`src/rtl/muldiv_if.sv`:
```
// Execute-stage to multiply/divide unit bus: operation request, HI/LO moves
// and the result/status signals read back by writeback and the hazard unit.
interface muldiv_if #(
    parameter int WIDTH = 32
);
    logic             start;
    logic [1:0]       op;
    logic [WIDTH-1:0] a;
    logic [WIDTH-1:0] b;
    logic             mthi;
    logic             mtlo;
    logic [WIDTH-1:0] wdata;
    logic             busy;
    logic             done;
    logic             div_by_zero;
    logic [WIDTH-1:0] hi;
    logic [WIDTH-1:0] lo;

    modport master (
        output start, op, a, b, mthi, mtlo, wdata,
        input  busy, done, div_by_zero, hi, lo
    );

    modport slave (
        input  start, op, a, b, mthi, mtlo, wdata,
        output busy, done, div_by_zero, hi, lo
    );
endinterface

```
`src/rtl/muldiv_unit.sv`:
```
// Iterative one-bit-per-cycle multiply/divide unit owning the HI/LO registers.
// Operands are reduced to magnitudes up front; signs are restored in FIX.
module muldiv_unit #(
    parameter int WIDTH = 32
) (
    input  logic     clk,
    input  logic     rst_n,
    muldiv_if.slave  bus
);
    localparam logic [1:0] S_IDLE = 2'd0;
    localparam logic [1:0] S_CALC = 2'd1;
    localparam logic [1:0] S_FIX  = 2'd2;
    localparam int         CW     = $clog2(WIDTH + 1);

    logic [1:0]         state_q, state_d;
    logic [1:0]         op_q, op_d;
    logic [CW-1:0]      cnt_q, cnt_d;
    logic [2*WIDTH-1:0] work_q, work_d;
    logic [WIDTH-1:0]   opnd_q, opnd_d;
    logic [WIDTH-1:0]   a_raw_q, a_raw_d;
    logic [WIDTH-1:0]   hi_q, hi_d;
    logic [WIDTH-1:0]   lo_q, lo_d;
    logic               q_neg_q, q_neg_d;
    logic               r_neg_q, r_neg_d;
    logic               b_zero_q, b_zero_d;
    logic               done_q, done_d;
    logic               dbz_q, dbz_d;

    logic               in_signed;
    logic [WIDTH-1:0]   mag_a, mag_b;
    logic [WIDTH:0]     mul_sum, div_shift, div_diff;
    logic [2*WIDTH-1:0] prod_fixed;
    logic [WIDTH-1:0]   quo_fixed, rem_fixed;

    // Datapath: work_q holds {product} for multiply, {remainder, quotient} for divide.
    always_comb begin
        in_signed  = ~bus.op[0];
        mag_a      = (in_signed && bus.a[WIDTH-1]) ? -bus.a : bus.a;
        mag_b      = (in_signed && bus.b[WIDTH-1]) ? -bus.b : bus.b;
        mul_sum    = {1'b0, work_q[2*WIDTH-1:WIDTH]} + {1'b0, opnd_q};
        div_shift  = {work_q[2*WIDTH-1:WIDTH], work_q[WIDTH-1]};
        div_diff   = div_shift - {1'b0, opnd_q};
        prod_fixed = q_neg_q ? -work_q : work_q;
        quo_fixed  = q_neg_q ? -work_q[WIDTH-1:0] : work_q[WIDTH-1:0];
        rem_fixed  = r_neg_q ? -work_q[2*WIDTH-1:WIDTH] : work_q[2*WIDTH-1:WIDTH];
    end

    always_comb begin
        // NOTE: every *_d gets a default here so no path through the case infers a latch.
        state_d  = state_q;
        op_d     = op_q;
        cnt_d    = cnt_q;
        work_d   = work_q;
        opnd_d   = opnd_q;
        a_raw_d  = a_raw_q;
        hi_d     = hi_q;
        lo_d     = lo_q;
        q_neg_d  = q_neg_q;
        r_neg_d  = r_neg_q;
        b_zero_d = b_zero_q;
        done_d   = 1'b0;
        dbz_d    = dbz_q;

        case (state_q)
            S_IDLE: begin
                if (bus.start) begin
                    op_d     = bus.op;
                    q_neg_d  = in_signed & (bus.a[WIDTH-1] ^ bus.b[WIDTH-1]);
                    r_neg_d  = in_signed & bus.a[WIDTH-1];
                    work_d   = {{WIDTH{1'b0}}, (bus.op[1] ? mag_a : mag_b)};
                    opnd_d   = bus.op[1] ? mag_b : mag_a;
                    a_raw_d  = bus.a;
                    b_zero_d = (bus.b == '0);
                    dbz_d    = 1'b0;
                    cnt_d    = '0;
                    state_d  = S_CALC;
                end else begin
                    if (bus.mthi) hi_d = bus.wdata;
                    if (bus.mtlo) lo_d = bus.wdata;
                end
            end
            S_CALC: begin
                if (op_q[1]) begin
                    // Restoring step: keep the difference only when it did not borrow.
                    work_d = div_diff[WIDTH] ?
                             {div_shift[WIDTH-1:0], work_q[WIDTH-2:0], 1'b0} :
                             {div_diff[WIDTH-1:0],  work_q[WIDTH-2:0], 1'b1};
                end else begin
                    work_d = work_q[0] ? {mul_sum, work_q[WIDTH-1:1]} : (work_q >> 1);
                end
                cnt_d = cnt_q + CW'(1);
                if (cnt_q == CW'(WIDTH - 1)) state_d = S_FIX;
            end
            S_FIX: begin
                done_d  = 1'b1;
                state_d = S_IDLE;
                if (!op_q[1]) begin
                    {hi_d, lo_d} = prod_fixed;
                end else if (b_zero_q) begin
                    lo_d  = '1;
                    hi_d  = a_raw_q;
                    dbz_d = 1'b1;
                end else begin
                    lo_d = quo_fixed;
                    hi_d = rem_fixed;
                end
            end
            default: state_d = S_IDLE;
        endcase
    end

    // NOTE: reset clears the working registers too, so an aborted operation leaves no trace.
    always_ff @(posedge clk or negedge rst_n) begin
        if (!rst_n) begin
            state_q  <= S_IDLE;
            op_q     <= '0;
            cnt_q    <= '0;
            work_q   <= '0;
            opnd_q   <= '0;
            a_raw_q  <= '0;
            hi_q     <= '0;
            lo_q     <= '0;
            q_neg_q  <= 1'b0;
            r_neg_q  <= 1'b0;
            b_zero_q <= 1'b0;
            done_q   <= 1'b0;
            dbz_q    <= 1'b0;
        end else begin
            // NOTE: non-blocking so every flop samples the pre-edge value of every other.
            state_q  <= state_d;
            op_q     <= op_d;
            cnt_q    <= cnt_d;
            work_q   <= work_d;
            opnd_q   <= opnd_d;
            a_raw_q  <= a_raw_d;
            hi_q     <= hi_d;
            lo_q     <= lo_d;
            q_neg_q  <= q_neg_d;
            r_neg_q  <= r_neg_d;
            b_zero_q <= b_zero_d;
            done_q   <= done_d;
            dbz_q    <= dbz_d;
        end
    end

    assign bus.busy        = (state_q != S_IDLE);
    assign bus.done        = done_q;
    assign bus.div_by_zero = dbz_q;
    assign bus.hi          = hi_q;
    assign bus.lo          = lo_q;
endmodule
```
`src/flat_wrapper.sv`:
```
// flat-port wrapper written by rule: the top's interface ports become plain ports
module muldiv_unit_flat 
#(
    parameter int WIDTH = 32
)
  (clk, rst_n, bus_start, bus_op, bus_a, bus_b, bus_mthi, bus_mtlo, bus_wdata, bus_busy, bus_done, bus_div_by_zero, bus_hi, bus_lo);
  muldiv_if #(.WIDTH(WIDTH)) bus_i ();
  input  logic clk;
  input  logic rst_n;
  input wire logic [$bits(bus_i.start)-1:0] bus_start;
  input wire logic [$bits(bus_i.op)-1:0] bus_op;
  input wire logic [$bits(bus_i.a)-1:0] bus_a;
  input wire logic [$bits(bus_i.b)-1:0] bus_b;
  input wire logic [$bits(bus_i.mthi)-1:0] bus_mthi;
  input wire logic [$bits(bus_i.mtlo)-1:0] bus_mtlo;
  input wire logic [$bits(bus_i.wdata)-1:0] bus_wdata;
  output wire logic [$bits(bus_i.busy)-1:0] bus_busy;
  output wire logic [$bits(bus_i.done)-1:0] bus_done;
  output wire logic [$bits(bus_i.div_by_zero)-1:0] bus_div_by_zero;
  output wire logic [$bits(bus_i.hi)-1:0] bus_hi;
  output wire logic [$bits(bus_i.lo)-1:0] bus_lo;
  assign bus_i.start = bus_start;
  assign bus_i.op = bus_op;
  assign bus_i.a = bus_a;
  assign bus_i.b = bus_b;
  assign bus_i.mthi = bus_mthi;
  assign bus_i.mtlo = bus_mtlo;
  assign bus_i.wdata = bus_wdata;
  assign bus_busy = bus_i.busy;
  assign bus_done = bus_i.done;
  assign bus_div_by_zero = bus_i.div_by_zero;
  assign bus_hi = bus_i.hi;
  assign bus_lo = bus_i.lo;
  muldiv_unit #(.WIDTH(WIDTH)) u_core (.clk(clk), .rst_n(rst_n), .bus(bus_i));
endmodule
```
`config.mk`:
```
export PLATFORM = sky130hd
export DESIGN_NAME = muldiv_unit_flat
export DESIGN_NICKNAME = d
export VERILOG_FILES = /design/src/rtl/muldiv_if.sv /design/src/rtl/muldiv_unit.sv /design/src/flat_wrapper.sv
export SDC_FILE = /design/constraint.sdc
export NUM_CORES = 1
export LEC_CHECK = 0
export ABC_AREA = 1
export CORE_ASPECT_RATIO = 2
export CORE_MARGIN = 5
export CORE_UTILIZATION = 35
export DETAILED_ROUTE_END_ITERATION = 10
export DONT_BUFFER_PORTS = 1
export PLACE_DENSITY = 0.5
export SLEW_MARGIN = 10
export SYNTH_ARGS = -nofsm -noshare
export SYNTH_HDL_FRONTEND = slang
export SYNTH_SLANG_ARGS = --single-unit
```
`constraint.sdc`:
```
create_clock -name clk -period 3 [get_ports clk]
set_input_delay 0.75 -clock clk [delete_from_list [all_inputs] [get_ports clk]]
set_output_delay 0.75 -clock clk [all_outputs]
set_load 0.01 [all_outputs]
```
## Word level (Yosys, flattened, before mapping)

Index checks and enable logic that the tools add are counted.

- Flip-flop bits (word level): 207
- Input bits: 103
- Output and inout bits: 67
- Logic and storage cells: 80

- Equality and inequality tests: 10
- Add/sub/neg operators: 8
- Mux-type cells: 32
- Reductions and logical operators: 13
- Bitwise gates (word level): 4

Operator list:

| kind | count |
|---|---|
| $mux W32 | 14 |
| $mux W64 | 5 |
| $neg A32 Y32 | 4 |
| $pmux W32 S2 | 2 |
| $pmux W64 S2 | 1 |
| $neg A64 Y64 | 1 |
| $add A32 B32 Y33 | 1 |
| $sub A33 B32 Y33 | 1 |
| $logic_not A32 Y1 | 1 |
| $pmux W6 S2 | 1 |
| $ne A2 B2 Y1 const B | 4 |
| $add A6 B1 Y6 const B | 1 |
| $eq A6 B5 Y1 const B | 1 |
| $mux W6 | 1 |
| $ne A2 B1 Y1 const B | 3 |
| $reduce_and A2 Y1 | 3 |
| $reduce_and A3 Y1 | 2 |
| $reduce_bool A2 Y1 | 3 |
| $mux W1 | 4 |
| $mux W2 | 2 |
| $pmux W2 S2 | 1 |
| $reduce_and A4 Y1 | 1 |
| $and A1 B1 Y1 | 2 |
| $eq A2 B1 Y1 const B | 1 |
| other kinds (6) | 7 |

## Logic depth before layout (Yosys ltp)

Gate-level depths: netlist of the first run.

- Depth in word-level cells: 6
- Mapped depth: 20
- Depth with buffers taken out: 19

## Worst setup path after synthesis of the first run

Ideal clock, no wire load.

- Kind: reg2reg
- Start: register u_core.work_q[32]
- End: register u_core.work_q[50]
- Clock period less this slack: 2.400 ns
- Library setup time: 0.117 ns
- Path slack: 0.600 ns
- Arrival time: 2.284 ns
- Required time: 2.883 ns
- Stages on the path, launching flop included: 20
- Path buffers: 1
- Cells stage by stage: dfrtp_1 clkinv_1 fa_1 inv_1 nand2_1 nand2_1 nand3_1 nand2_1 nand2_1 nand2_2 nand2_2 nand2_2 nand2_4 nand2_8 inv_6 buf_6 nand2_1 nand3_1 nand2_1 nand2_1

- Word-level cells in the longest chain between the ends: 4
- Elaborated cells on any way between the ends: 6
- Classes of those cells: 2 x add/sub; 4 x mux

RTL lines:

| element | RTL line | text |
|---|---|---|
| start: declaration | muldiv_unit.sv:18 | `logic [2*WIDTH-1:0] work_q, work_d;` |
| start signal: assignment | muldiv_unit.sv:133 | `work_q <= work_d;` |
| $sub A33 B32 Y33 or $add A32 B32 Y33 (tied branches) | muldiv_unit.sv:42, muldiv_unit.sv:40 |  |
| $mux W64, on equally long branches | muldiv_unit.sv:85, muldiv_unit.sv:89 |  |
| $mux W64 (*) | muldiv_unit.sv:83 | `if (op_q[1]) begin` |
| $pmux W64 S2 (*) | muldiv_unit.sv:64 | `case (state_q)` |

Mark *: on every way between the ends. The rest lies on a longest branch, timed or not.
A chain may end at the register's enable or synchronous reset.

## Worst setup path after layout of the first run

- Start: register u_core.opnd_q[16]
- End: register u_core.work_q[57]

- Word-level cells in the longest chain between the ends: 4
- Elaborated cells on any way between the ends: 6
- Classes of those cells: 2 x add/sub; 4 x mux

RTL lines:

| element | RTL line | text |
|---|---|---|
| start: declaration | muldiv_unit.sv:19 | `logic [WIDTH-1:0] opnd_q, opnd_d;` |
| start signal: assignment | muldiv_unit.sv:134 | `opnd_q <= opnd_d;` |
| $sub A33 B32 Y33 or $add A32 B32 Y33 (tied branches) | muldiv_unit.sv:42, muldiv_unit.sv:40 |  |
| $mux W64, on equally long branches | muldiv_unit.sv:85, muldiv_unit.sv:89 |  |
| $mux W64 (*) | muldiv_unit.sv:83 |  |
| $pmux W64 S2 (*) | muldiv_unit.sv:64 |  |

Marks and branches as above.

==> summary.md, run 1 <==
| Metric | Value |
|---|---|
| WS Path Type | `register to register` |
| Worst Setup Start Kind | `register` |
| Hold Crit Class | `input pin to asynchronous set/reset pin` |
| Initial core utilization | `a little over a third` |
| Biggest area consumer among synthesized cells | `dfrtp_1` |
| Worst EP required | `3460 ps` |
| Via density | `5.51` |
| Number of flops mapped to enable cells by yosys | `0` |
| DRT iter0 DRCs | `1956` |
| First-pass GRT wire length | `roughly 160000 um` |
| H-tree levels | `1` |
| Root buffer cell | `clkbuf_16` |
| Initial antenna violation count | `1` |
| Total Wirelength | `112000 um` |
| Switching power | `19.2 mW` |
| Synthesis-stage register bit count | `between 200 and 250` |
| Sequential share of power | `a little under a fifth` |
| Placeable Area | `around 56000 um2` |
| CTS tree | `yes` |
| Die height | `~350 um` |
| Max VDD drop | `around 1.0 mV` |
| Slew headroom | `38.1%` |
| Post-Synthesis Mean Instance Area | `between 5 and 6 um2` |
| Total gr overflow | `0` |
| Status | `finished, violations left` |
| Measured slew at the worst slew-check pin | `between 900 and 1000 ps` |
| Mapped Cells | `~3400` |
| Placer Congestion | `1.03` |
| Met1 usage | `about a third` |
| Max cap viols | `0` |
| WL per Instance | `between 20 and 30 um` |
| Largest net degree at the start of global routing | `between 200 and 250` |
| Mapped cell area | `19900 um2` |
| Fill cell count | `around 6300` |
| Main area contributors after synthesis | `dfrtp_1 26%, nand2_1 21%, nand3_1 7.7%` |
| Clock skew | `between 15 and 20 ps` |
| Most frequent cell after synthesis | `nand2_1` |
| Vias in the first global route | `approximately 23000` |
| Period utilisation layout | `between 90% and 100%` |
| Yosys Warn Count | `0` |
| Count of cell types in the netlist | `54` |
| Failing checks | `hold timing` |
| Synth-to-Final Area Change | `14.0%` |
| RSZ-0062 raised after global routing | `false` |
| Pwr/cell area | `~1500 nW/um2` |
| Asr flop ratio synth | `100%` |
| M3 GR Usage | `under 10%` |
| Crit-path max FO | `3` |
| FP Rows | `123` |
| PortBufs | `0` |
| Synth top cells by count | `1094 x nand2_1, 394 x inv_1, 381 x nor2_1` |
| Worst Hold Margin | `-124 ps` |
| Full die area | `62100 um2` |
| Top-area cell type share of the netlist area | `25.9%` |
| Routed vias | `roughly 23000` |
| CTS sink cnt | `about 200` |
| Die span in x | `roughly 180 um` |
| Setup WS post-layout | `just over 100 ps` |
| Setup crit end kind | `register` |
| Reg2Reg Setup Slack | `about 100 ps` |
| Part of the power in the clock network | `10.3%` |
| Post-DP HPWL | `92200 um` |
| Post-route DRC | `0` |
| Post-synthesis net count | `roughly 3600` |
| Slew Limit Fails | `0` |
| CTS max path bufs | `3` |
| GRT Util Overall | `a little over a third` |
| Share of layout cells above drive strength 1 | `approximately 8.2%` |
| Post-synth top flop | `dfrtp_1` |
| Number of instances in the placed design | `~4200` |
| Gr busiest metal | `met2` |
| Final #Nets | `about 3600` |
| Cell Count, Final, Fillers Out | `approximately 4200` |
| Clk Latency, worst-skew pair | `~570 ps` |
| Reg2Reg Depth | `15` |
| CP arrival | `~3400 ps` |
| Pleak | `between 10 and 15 nW` |
| Min cycle time layout | `2900 ps` |
| TritonRoute pass-1 iters | `6` |
| Fmax | `between 300 and 400 MHz` |
| Final ANT Viol Nets | `0` |
| M2 GR Usage | `between 60% and 70%` |
| Fin Setup TNS | `0 ps` |
| Switching share of power | `around 58%` |
| Finish-stage setup viols | `0` |
| Post-place setup slack | `58.3 ps` |
| IO Pins | `170` |
| Clk pin slew, worst setup/hold paths | `around 70 ps` |
| Tot Pwr | `roughly 33 mW` |
| Total CTS buffers | `24` |
| Logic gate share of total power | `between 70% and 80%` |
| P_int | `14.2 mW` |
| Reg2reg start | `u_core.opnd_q[16]` |
| Sequential share of the synthesized area | `between 20% and 30%` |
| R2r endpoint | `u_core.work_q[57]` |
| Final Hold Viols | `89` |
-- cell families (layout without fill, tap and decap cells) --
kind of cell             count (synthesis)  in the layout  synth area share [%]
AO/OA/AOI/OAI                          589            589                  16.2
XOR/XNOR                                76             76                  3.34
adder cells (fa/ha/maj)                 71             71                  4.53
buffers and inverters                  546            635                  10.5
flip-flops                             206            206                  25.9
other                                    0              1                     0
AND/OR/NAND/NOR                       1901           1903                  39.5
-- critical path, cell delays in order, from the launching register on --
cell,delay [ps]
dfrtp_1,530
inv_1,140
ha_1,330
buf_4,150
nand2_1,120
inv_1,60
nand2_1,60
nand2_1,110
a21oi_1,330
inv_1,90
nand2_1,110
nand4_1,300
nand3_1,230
nand3_1,80
nand2_1,100
nand2_1,50
-- layout by cell type, fill, tap and decap left out, types with 7 or more instances in the layout --
master	Yosys	layout
nor3_1	19	19
nand3b_1	19	19
o221ai_1	9	9
o21ai_1	19	19
buf_4	2	177
dfrtp_1	206	203
xnor2_1	13	13
xor2_1	63	63
o211ai_1	40	40
a22oi_1	16	16
buf_12	0	7
nand3_1	308	307
nand4_1	38	38
nand2_1	1094	1093
clkbuf_16	0	24
ha_1	69	69
nor2_2	5	10
or2_2	10	10
nand2_2	8	9
nor2_1	381	375
o21ai_0	212	212
a21oi_1	229	228
inv_1	394	392
a31oi_1	42	42
inv_2	7	9
-- state kept, by name, indices dropped and copies added (netlist names) --
| name | cells |
|---|---|
| u_core.bus.done | 1 |
| u_core.r_neg_q | 1 |
| u_core.a_raw_q | 32 |
| u_core.cnt_q | 6 |
| u_core.b_zero_q | 1 |
| u_core.op_q | 1 |
| u_core.work_q | 64 |
| u_core.bus.div_by_zero | 1 |
| u_core.bus.lo | 32 |
| u_core.state_q | 2 |
| u_core.opnd_q | 32 |
| u_core.q_neg_q | 1 |
| u_core.bus.hi | 32 |
-- stage by stage --
step | area, um2 | hold slack (ps) | utilization, %
after detailed placement | 21800 | 451 | 38.7
after CTS | 22700 | -148 | 40.2
after global placement | 21800 | 433 | 38.7
after global routing | 22700 | -142 | 40.3
final | 22700 | -124 | 40.3
after floorplan | 19900 | 409 | -
-- worst max-delay path by stage --
stage	startpoint	end
floorplan	u_core.work_q[32]	u_core.work_q[50]
global placement	u_core.work_q[31]	u_core.work_q[47]
detailed placement	u_core.work_q[31]	u_core.work_q[47]
CTS	u_core.work_q[31]	u_core.work_q[47]
global route	u_core.opnd_q[16]	u_core.work_q[57]
finish	u_core.opnd_q[16]	u_core.work_q[57]
-- per-layer routing --
| layer | vias up | part of all wire (%) |
|---|---|---|
| li1 | 11095 | - |
| met1 | 10901 | 31 |
| met2 | 920 | 51 |
| met3 | 383 | 4.9 |
| met4 | 2 | 13 |
| met5 | - | 0.0063 |
-- repair_timing --
action                                 4_1_cts  5_1_grt
setup endpoints to repair                    0       33
endpoints found under the hold margin      206      206
setup buffers                                0        3
resized for setup                            0        4
-- final cells by class --
| type | instances | area, um2 | share of cell area, % |
|---|---|---|---|
| antenna | 1 | 2.50 | 0.0110 |
| sequential | 206 | 5160 | 22.7 |
| clock buffer | 32 | 671 | 2.95 |
| clock inverter | 12 | 215 | 0.947 |
| tap | 750 | 938 | 4.13 |
| multi-input combinational | 2639 | 12700 | 56.0 |
| timing repair buffer | 184 | 1470 | 6.47 |
| inverter | 407 | 1540 | 6.76 |
-- power groups by stage --
stage	clock (mW)	combinational (mW)	sequential [mW]
after floorplan	0	14.5	5.31
after global placement	0	23.3	6.18
after detailed placement	0	23.4	6.18
after CTS	3.47	23.5	6.14
after global routing	3.53	26.0	6.24
final	3.42	23.8	6.18
No activity file was read; power rests on OpenSTA's default activity.
==> inputs of run 2 (changes only) <==
CELL_PAD_IN_SITES_DETAIL_PLACEMENT = 0   (was default)
CELL_PAD_IN_SITES_GLOBAL_PLACEMENT = 1   (was default)
PLACE_DENSITY = 0.67   (was 0.5)
==> run 2 against run 1 <==
Net effect: the run still ends with hold timing left; count of clock-buffer cells in the layout decreased by 2; critical path depth decreased by 2; flip-flop and latch count unchanged; sequential share of layout area increased by 0.40 points; maximum frequency increased by 6.2%; non-clock buffer count decreased by 27; clock power decreased by 11%; combinational power decreased by 3%; setup slack improved by 170 ps; final cell count decreased by 0.69%; design area decreased by 1.7%; core utilization decreased by 0.70 points; critical endpoint is now u_core.work_q[41]; highest routed layer unchanged.
==> summary.md, run 2 (synthesis results as in run 1) <==
| Metric | Value |
|---|---|
| Reg2reg start | `u_core.work_q[34]` |
| Status | `finished, violations left` |
| Most common cell after layout, fill and taps aside | `nand2_1` |
| Final ANT Viol Nets | `0 (unchanged)` |
| PortBufs | `0 (unchanged)` |
| Total gr overflow | `0 (unchanged)` |
| Delay-heaviest family, CP | `simple AND/OR/NAND/NOR gates` |
| Worst Setup Start Kind | `register` |
| Routed vias | `23145 (-0.67%)` |
| Worst EP required | `3460 ps (about the same)` |
| Reg2Reg Depth | `13 (-2)` |
| Post-CTS setup buffers | `0 (unchanged)` |
| Period utilisation layout | `91.0% (-5.6 points)` |
| Clock skew | `16.4 ps (+1.21 ps)` |
| Routed wl met3 | `5360 um (-1.3%)` |
| Die span in x | `179 um (unchanged)` |
| Core Util, Final | `39.6% (-0.70 points)` |
| Crit path buffers/inverters | `1 (-3)` |
| Pwr/cell area | `1440 nW/um2 (-1.9%)` |
| WS Path Type | `register to register` |
| Vias in the first global route | `22677 (-1.5%)` |
| WL per Instance | `26.4 um (-0.17%)` |
| IO Pins | `170 (unchanged)` |
| GRT Util Overall | `34.5% (-0.43 points)` |
| Most used cell, CP | `nand2_1` |
| Root buffer cell | `clkbuf_16` |
| Min cycle time layout | `2730 ps (-168 ps)` |
| Max reg flops | `64 (unchanged)` |
| Logic gate share of total power | `71.7% (+0.5 points)` |
| WP depth | `13 (-2)` |
| Hold Crit Class | `input pin to asynchronous set/reset pin` |
| Total CTS buffers | `24 (unchanged)` |
| Placer Congestion | `1.03 (about the same)` |
| Largest net degree at the start of global routing | `207 (unchanged)` |
| Part of the power in the clock network | `9.5% (-0.8 points)` |
| WL met1 | `35800 um (+4.4%)` |
| Fmax | `367 MHz (+6.2%)` |
| Clk Latency, worst-skew pair | `570 ps (about the same)` |
| Clk pin slew, worst setup/hold paths | `70 ps (about the same)` |
| CTS resizes | `0 (unchanged)` |
| TritonRoute pass-1 iters | `8 (+2)` |
| Worst Hold Margin | `-121 ps (+3.30 ps)` |
| FP Rows | `123 (unchanged)` |
| Total Wirelength | `111000 um (-0.85%)` |
| Max VDD drop | `0.815 mV (-22%)` |
| Most frequent cells in the layout | `1094 x nand2_1, 393 x inv_1, 375 x nor2_1` |
| CTS tree | `yes` |
| Max cap viols | `0 (unchanged)` |
| Switching power | `18.8 mW (-2.2%)` |
| Post-DP HPWL | `91800 um (-0.48%)` |
| Full die area | `62100 um2 (unchanged)` |
| Final Hold Viols | `117 (+31%)` |
| Fin Setup TNS | `0 ps (unchanged)` |
| Reg2Reg Setup Slack | `270 ps (+170 ps)` |
| Post-route DRC | `0 (unchanged)` |
| Measured slew at the worst slew-check pin | `843 ps (-82.3 ps)` |
| Worst path cell trace | `ha_1, nand2_1, inv_1, a21oi_1, nand2_1, nand2_1, nand2_1, xnor2_1, nand2_1, o21ai_1, nand2_1, nand2_1, nand2_1` |
| CTS sink cnt | `206 (unchanged)` |
| Crit-path max FO | `9 (+6)` |
| CTS max path bufs | `3 (unchanged)` |
| Placeable Area | `56300 um2 (unchanged)` |
| Met2 WL | `55100 um (-4.1%)` |
| Slew Limit Fails | `0 (unchanged)` |
| Setup crit end kind | `register` |
| Slowest-stage cell, CP | `dfrtp_1` |
| Die height | `347 um (unchanged)` |
| Sequential share of power | `18.9% (+0.4 points)` |
| Switching share of power | `58.4% (+0.84 points)` |
| P_int | `13.4 mW (-5.5%)` |
| H-tree levels | `1 (unchanged)` |
| R2r endpoint | `u_core.work_q[41]` |
| DRT iter0 DRCs | `1782 (-8.9%)` |
| Largest reg by FF count | `u_core.work_q` |
| Initial antenna violation count | `4 (+3)` |
| Initial core utilization | `35.4% (unchanged)` |
| RSZ-0062 raised after global routing | `false` |
| First-pass GRT wire length | `155000 um (-1.1%)` |
| Failing checks | `hold timing` |
| CP arrival | `3190 ps (-170 ps)` |
| Share of layout cells above drive strength 1 | `7.30% (-0.89 points)` |
| Largest stage delay on the critical path | `680 ps (+150 ps)` |
| Final #Nets | `3608 (-0.77%)` |
| Synth-to-Final Area Change | `12.0%` |
| Pleak | `11.3 nW (-1.8%)` |
| Slew headroom | `43.2% (+5.1 points)` |
| Finish-stage setup viols | `0 (unchanged)` |
| Max Used Layer | `met5` |
| Via density | `5.51 (about the same)` |
run 2: layer usage:
layer  global-route usage, %  up-vias
met5                       0        -
met4                    35.0        6
met3                    4.18      334
met2                    60.6      905
met1                    33.2    10852
li1                        -    11048
run 2: final cells by class:
class,count,area (um2)
multi-input cells,2638,12700
flip-flops and latches,206,5160
inverters,407,1540
clock buffers,30,653
fillers,6353,34000
well taps,750,938
repair buffers,157,1200
clock inverters,12,120
diodes,2,5.00
run 2: metrics by stage:
step | hold WS (ps) | cell area, um2 | power [mW] | worst slack [ps] | instances
final | -121 | 22300 | 32.2 | 271 | 4202
after global routing | -131 | 22300 | 34.5 | 37.6 | 4202
after CTS | -138 | 22300 | 32.0 | 238 | 4199
after detailed placement | 453 | 21500 | 28.8 | 82.6 | 4157
after global placement | 445 | 21500 | 28.7 | 115 | 4157
after floorplan | 409 | 19900 | 19.8 | 600 | 3389
run 2: power groups by stage:
stage | registers, mW | logic (mW) | clock network, mW
floorplan | 5.31 | 14.5 | 0
global placement | 6.07 | 22.7 | 0
detailed placement | 6.09 | 22.7 | 0
CTS | 6.04 | 22.8 | 3.10
global route | 6.15 | 25.2 | 3.18
finish | 6.08 | 23.1 | 3.04
run 2: worst max path at each step:
stage                                 start           endpoint
after global placement            bus_a[31]  u_core.opnd_q[11]
after global routing      u_core.work_q[31]  u_core.work_q[44]
after CTS                 u_core.work_q[31]  u_core.work_q[57]
after detailed placement           bus_b[0]  u_core.work_q[28]
after floorplan           u_core.work_q[32]  u_core.work_q[50]
final                     u_core.work_q[34]  u_core.work_q[41]
==> inputs of run 3 (changes only) <==
ABC_AREA = default   (was 1)
PLACE_DENSITY = 0.63   (was 0.67)
==> run 3 against run 2 <==
Net effect: the flow finishes with violations (hold timing, setup timing); routed wire length down 20%; via count shrank 20%; first-iteration DRC count fell by 28%; combinational power increased by 4%; final cell count fell by 23%; synthesized cell count is 32% lower; maximum frequency decreased by 12%; critical path type unchanged; highest routed layer unchanged.
==> summary.md, run 3 <==
| Metric | Value |
|---|---|
| Post-synthesis net count | `2478 (-30%)` |
| Final #Nets | `2741 (-24%)` |
| Top-area cell type share of the netlist area | `29.2% (+3.3 points)` |
| Most common cell after layout, fill and taps aside | `buf_4` |
| TritonRoute pass-1 iters | `6 (-2)` |
| Post-place setup slack | `-708 ps (-790 ps)` |
| RSZ-0062 raised after global routing | `true` |
| Synth-to-Final Area Change | `29.6%` |
| Placeable Area | `50100 um2 (-11%)` |
| Full die area | `55400 um2 (-11%)` |
| Share of layout cells above drive strength 1 | `23.8% (+17 points)` |
| Clk pin slew, worst setup/hold paths | `60 ps (about the same)` |
| Pleak | `9.91 nW (-12%)` |
| R2r endpoint | `u_core.bus.hi[2]` |
| Min cycle time layout | `3110 ps (+378 ps)` |
| Most frequent cell after synthesis | `nand2_1` |
| WL per Instance | `27.4 um (+3.9%)` |
| Mapped cell area | `17700 um2 (-11%)` |
| Yosys Warn Count | `0 (unchanged)` |
| P_int | `17.1 mW (+28%)` |
| Main area contributors after synthesis | `dfrtp_1 29%, nand2_1 7.9%, mux2i_1 7.1%` |
| Total gr overflow | `0 (unchanged)` |
| Die height | `328 um (-5.6%)` |
| Largest reg by FF count | `u_core.work_q` |
| IO Pins | `170 (unchanged)` |
| Largest stage delay on the critical path | `540 ps (-140 ps)` |
| Hold Crit Class | `input pin to asynchronous set/reset pin` |
| Setup WS post-layout | `-106 ps (-378 ps)` |
| Most used cell, CP | `or3_4` |
| Pwr/cell area | `1440 nW/um2 (-0.18%)` |
| Switching share of power | `48.2% (-10 points)` |
| Via density | `5.70 (+3.5%)` |
| Initial antenna violation count | `4 (unchanged)` |
| Placer Congestion | `0.969 (-6.2%)` |
| M3 GR Usage | `6.32% (+2.1 points)` |
| Switching power | `15.9 mW (-15%)` |
| Most frequent cells in the layout | `374 x buf_4, 367 x nand2_1, 200 x o21ai_0` |
| Reg2Reg Depth | `9 (-4)` |
| CP arrival | `3500 ps (+310 ps)` |
| Number of flops mapped to enable cells by yosys | `0 (unchanged)` |
| Logic gate share of total power | `73.0% (+1.3 points)` |
| Vias in the first global route | `18757 (-17%)` |
| M2 GR Usage | `55.6% (-5.0 points)` |
| Sequential share of the synthesized area | `29.2% (+3.3 points)` |
| Met1 usage | `27.8% (-5.4 points)` |
| Slowest-stage cell, CP | `or4_4` |
| Total Wirelength | `88500 um (-20%)` |
| Reg2reg start | `u_core.work_q[10]` |
| Synth top cells by count | `372 x nand2_1, 226 x o21ai_0, 206 x dfrtp_1` |
| Root buffer cell | `clkbuf_16` |
| Biggest area consumer among synthesized cells | `dfrtp_1` |
| Die span in x | `169 um (-5.5%)` |
| WS Path Type | `register to register` |
| Mapped Cells | `2304 (-32%)` |
| Worst Setup Start Kind | `register` |
| Gr busiest metal | `met2` |
| CTS sink cnt | `206 (unchanged)` |
| Max cap viols | `0 (unchanged)` |
| Count of cell types in the netlist | `82 (+52%)` |
| Final ANT Viol Nets | `0 (unchanged)` |
| Clk Latency, worst-skew pair | `550 ps (-20 ps)` |
| Clock skew | `19.0 ps (+2.54 ps)` |
| Max VDD drop | `0.877 mV (+7.7%)` |
| Initial core utilization | `35.3% (-0.069 points)` |
| First-pass GRT wire length | `126000 um (-19%)` |
| Post-route DRC | `0 (unchanged)` |
| Failing checks | `hold timing, setup timing` |
| GRT Util Overall | `30.8% (-3.7 points)` |
| Post-synth top flop | `dfrtp_1` |
| Total CTS buffers | `23 (-4.2%)` |
| Synthesis-stage register bit count | `206 (unchanged)` |
| Setup crit end kind | `register` |
| Asr flop ratio synth | `100% (unchanged)` |
| Max reg flops | `64 (unchanged)` |
| DRT iter0 DRCs | `1283 (-28%)` |
| Worst path cell trace | `or4_4, buf_4, or3_4, nand4b_1, or3_4, o21ai_1, xnor2_1, o211ai_1, o21ai_0` |
| PortBufs | `0 (unchanged)` |
| Sequential share of power | `17.5% (-1.4 points)` |
| Finish-stage setup viols | `23 (+23)` |
| Worst EP required | `3400 ps (-60 ps)` |
| CTS max path bufs | `3 (unchanged)` |
| Slew headroom | `40.5% (-2.8 points)` |
| Routed vias | `18429 (-20%)` |
| FP Rows | `116 (-5.7%)` |
| Slew Limit Fails | `0 (unchanged)` |
| Worst Hold Margin | `-95.7 ps (+24.8 ps)` |
| Status | `finished, violations left` |
| Fmax | `322 MHz (-12%)` |
| Post-Synthesis Mean Instance Area | `7.68 um2 (+31%)` |
| Post-DP HPWL | `70900 um (-23%)` |
| H-tree levels | `1 (unchanged)` |
| CTS tree | `yes` |
| Period utilisation layout | `104% (+13 points)` |
| Reg2Reg Setup Slack | `-110 ps (-380 ps)` |
| Final Hold Viols | `55 (-53%)` |
| Measured slew at the worst slew-check pin | `893 ps (+50.5 ps)` |
| Largest net degree at the start of global routing | `207 (unchanged)` |
| Part of the power in the clock network | `9.5% (about the same)` |
| Crit-path max FO | `6 (-3)` |
run 3: cells by family after synthesis:
group	Yosys count	synth area share, %
buffers and inverters	248	5.35
AOI/OAI and AO/OA	693	23.7
xor gates and xnor gates	205	10.2
and+or+nand+nor	749	19.0
DFF	206	29.2
muxes	132	7.52
adders and majority gates	71	5.11
run 3: worst max-delay path by stage:
stage | from | end | slack [ps]
floorplan | u_core.opnd_q[9] | u_core.work_q[42] | 6
global placement | bus_b[12] | u_core.opnd_q[27] | -680
detailed placement | bus_b[12] | u_core.opnd_q[27] | -710
CTS | u_core.work_q[10] | u_core.bus.hi[31] | -120
global route | u_core.work_q[11] | u_core.bus.hi[31] | -200
finish | u_core.work_q[10] | u_core.bus.hi[2] | -110
run 3: layer usage:
| layer | vias up | part of all wire [%] |
|---|---|---|
| li1 | 8639 | - |
| met5 | - | 0.030 |
| met1 | 8843 | 31 |
| met3 | 291 | 6.0 |
| met2 | 652 | 51 |
| met4 | 4 | 12 |
run 3: through the flow:
step	setup TNS, ps	instance area [um2]	power (mW)	utilization [%]	instances
3_5_place_dp	-17050	20800	26.9	41.6	3143
4_1_cts	-653	22200	31.4	44.4	3207
2_1_floorplan	0	17700	17.6	-	2304
3_3_place_gp	-12490	20800	26.7	41.6	3143
5_1_grt	-4960	22900	34.9	45.8	3233
6_report	-970	22900	33.0	45.8	3234
run 3: layout make-up:
type	instances	area [um2]
flip-flops and latches	206	5170
clock inverters	14	205
clock buffers	26	597
multi-input cells	1850	12400
fillers	5046	27200
diodes	3	7.51
inverters	70	268
well taps	649	812
repair buffers	416	3460
run 3: power groups by stage:
| stage | registers, mW | clock network [mW] | logic [mW] |
|---|---|---|---|
| 6_report | 5.75 | 3.14 | 24.1 |
| 5_1_grt | 5.82 | 3.27 | 25.8 |
| 4_1_cts | 5.70 | 3.19 | 22.5 |
| 3_5_place_dp | 5.72 | 0 | 21.2 |
| 3_3_place_gp | 5.69 | 0 | 21.0 |
| 2_1_floorplan | 5.04 | 0 | 12.5 |
run 3: critical path, delay by kind of cell, from the launching register on:
family                 cells  cell delay (ps)
flip-flops                 1              370
AND/OR/NAND/NOR            4             1650
buffers and inverters      1              160
AO/OA/AOI/OAI              3              700
XOR/XNOR                   1               80
run 3: what timing repair did:
| item | 4_1_cts | 5_1_grt |
|---|---|---|
| setup buffers | 22 | 26 |
| setup endpoints to repair | 63 | 64 |
| endpoints found under the hold margin | 206 | 206 |
| pin swaps | 50 | 66 |
| gates resized for setup | 86 | 110 |
| cloned | 2 | 1 |
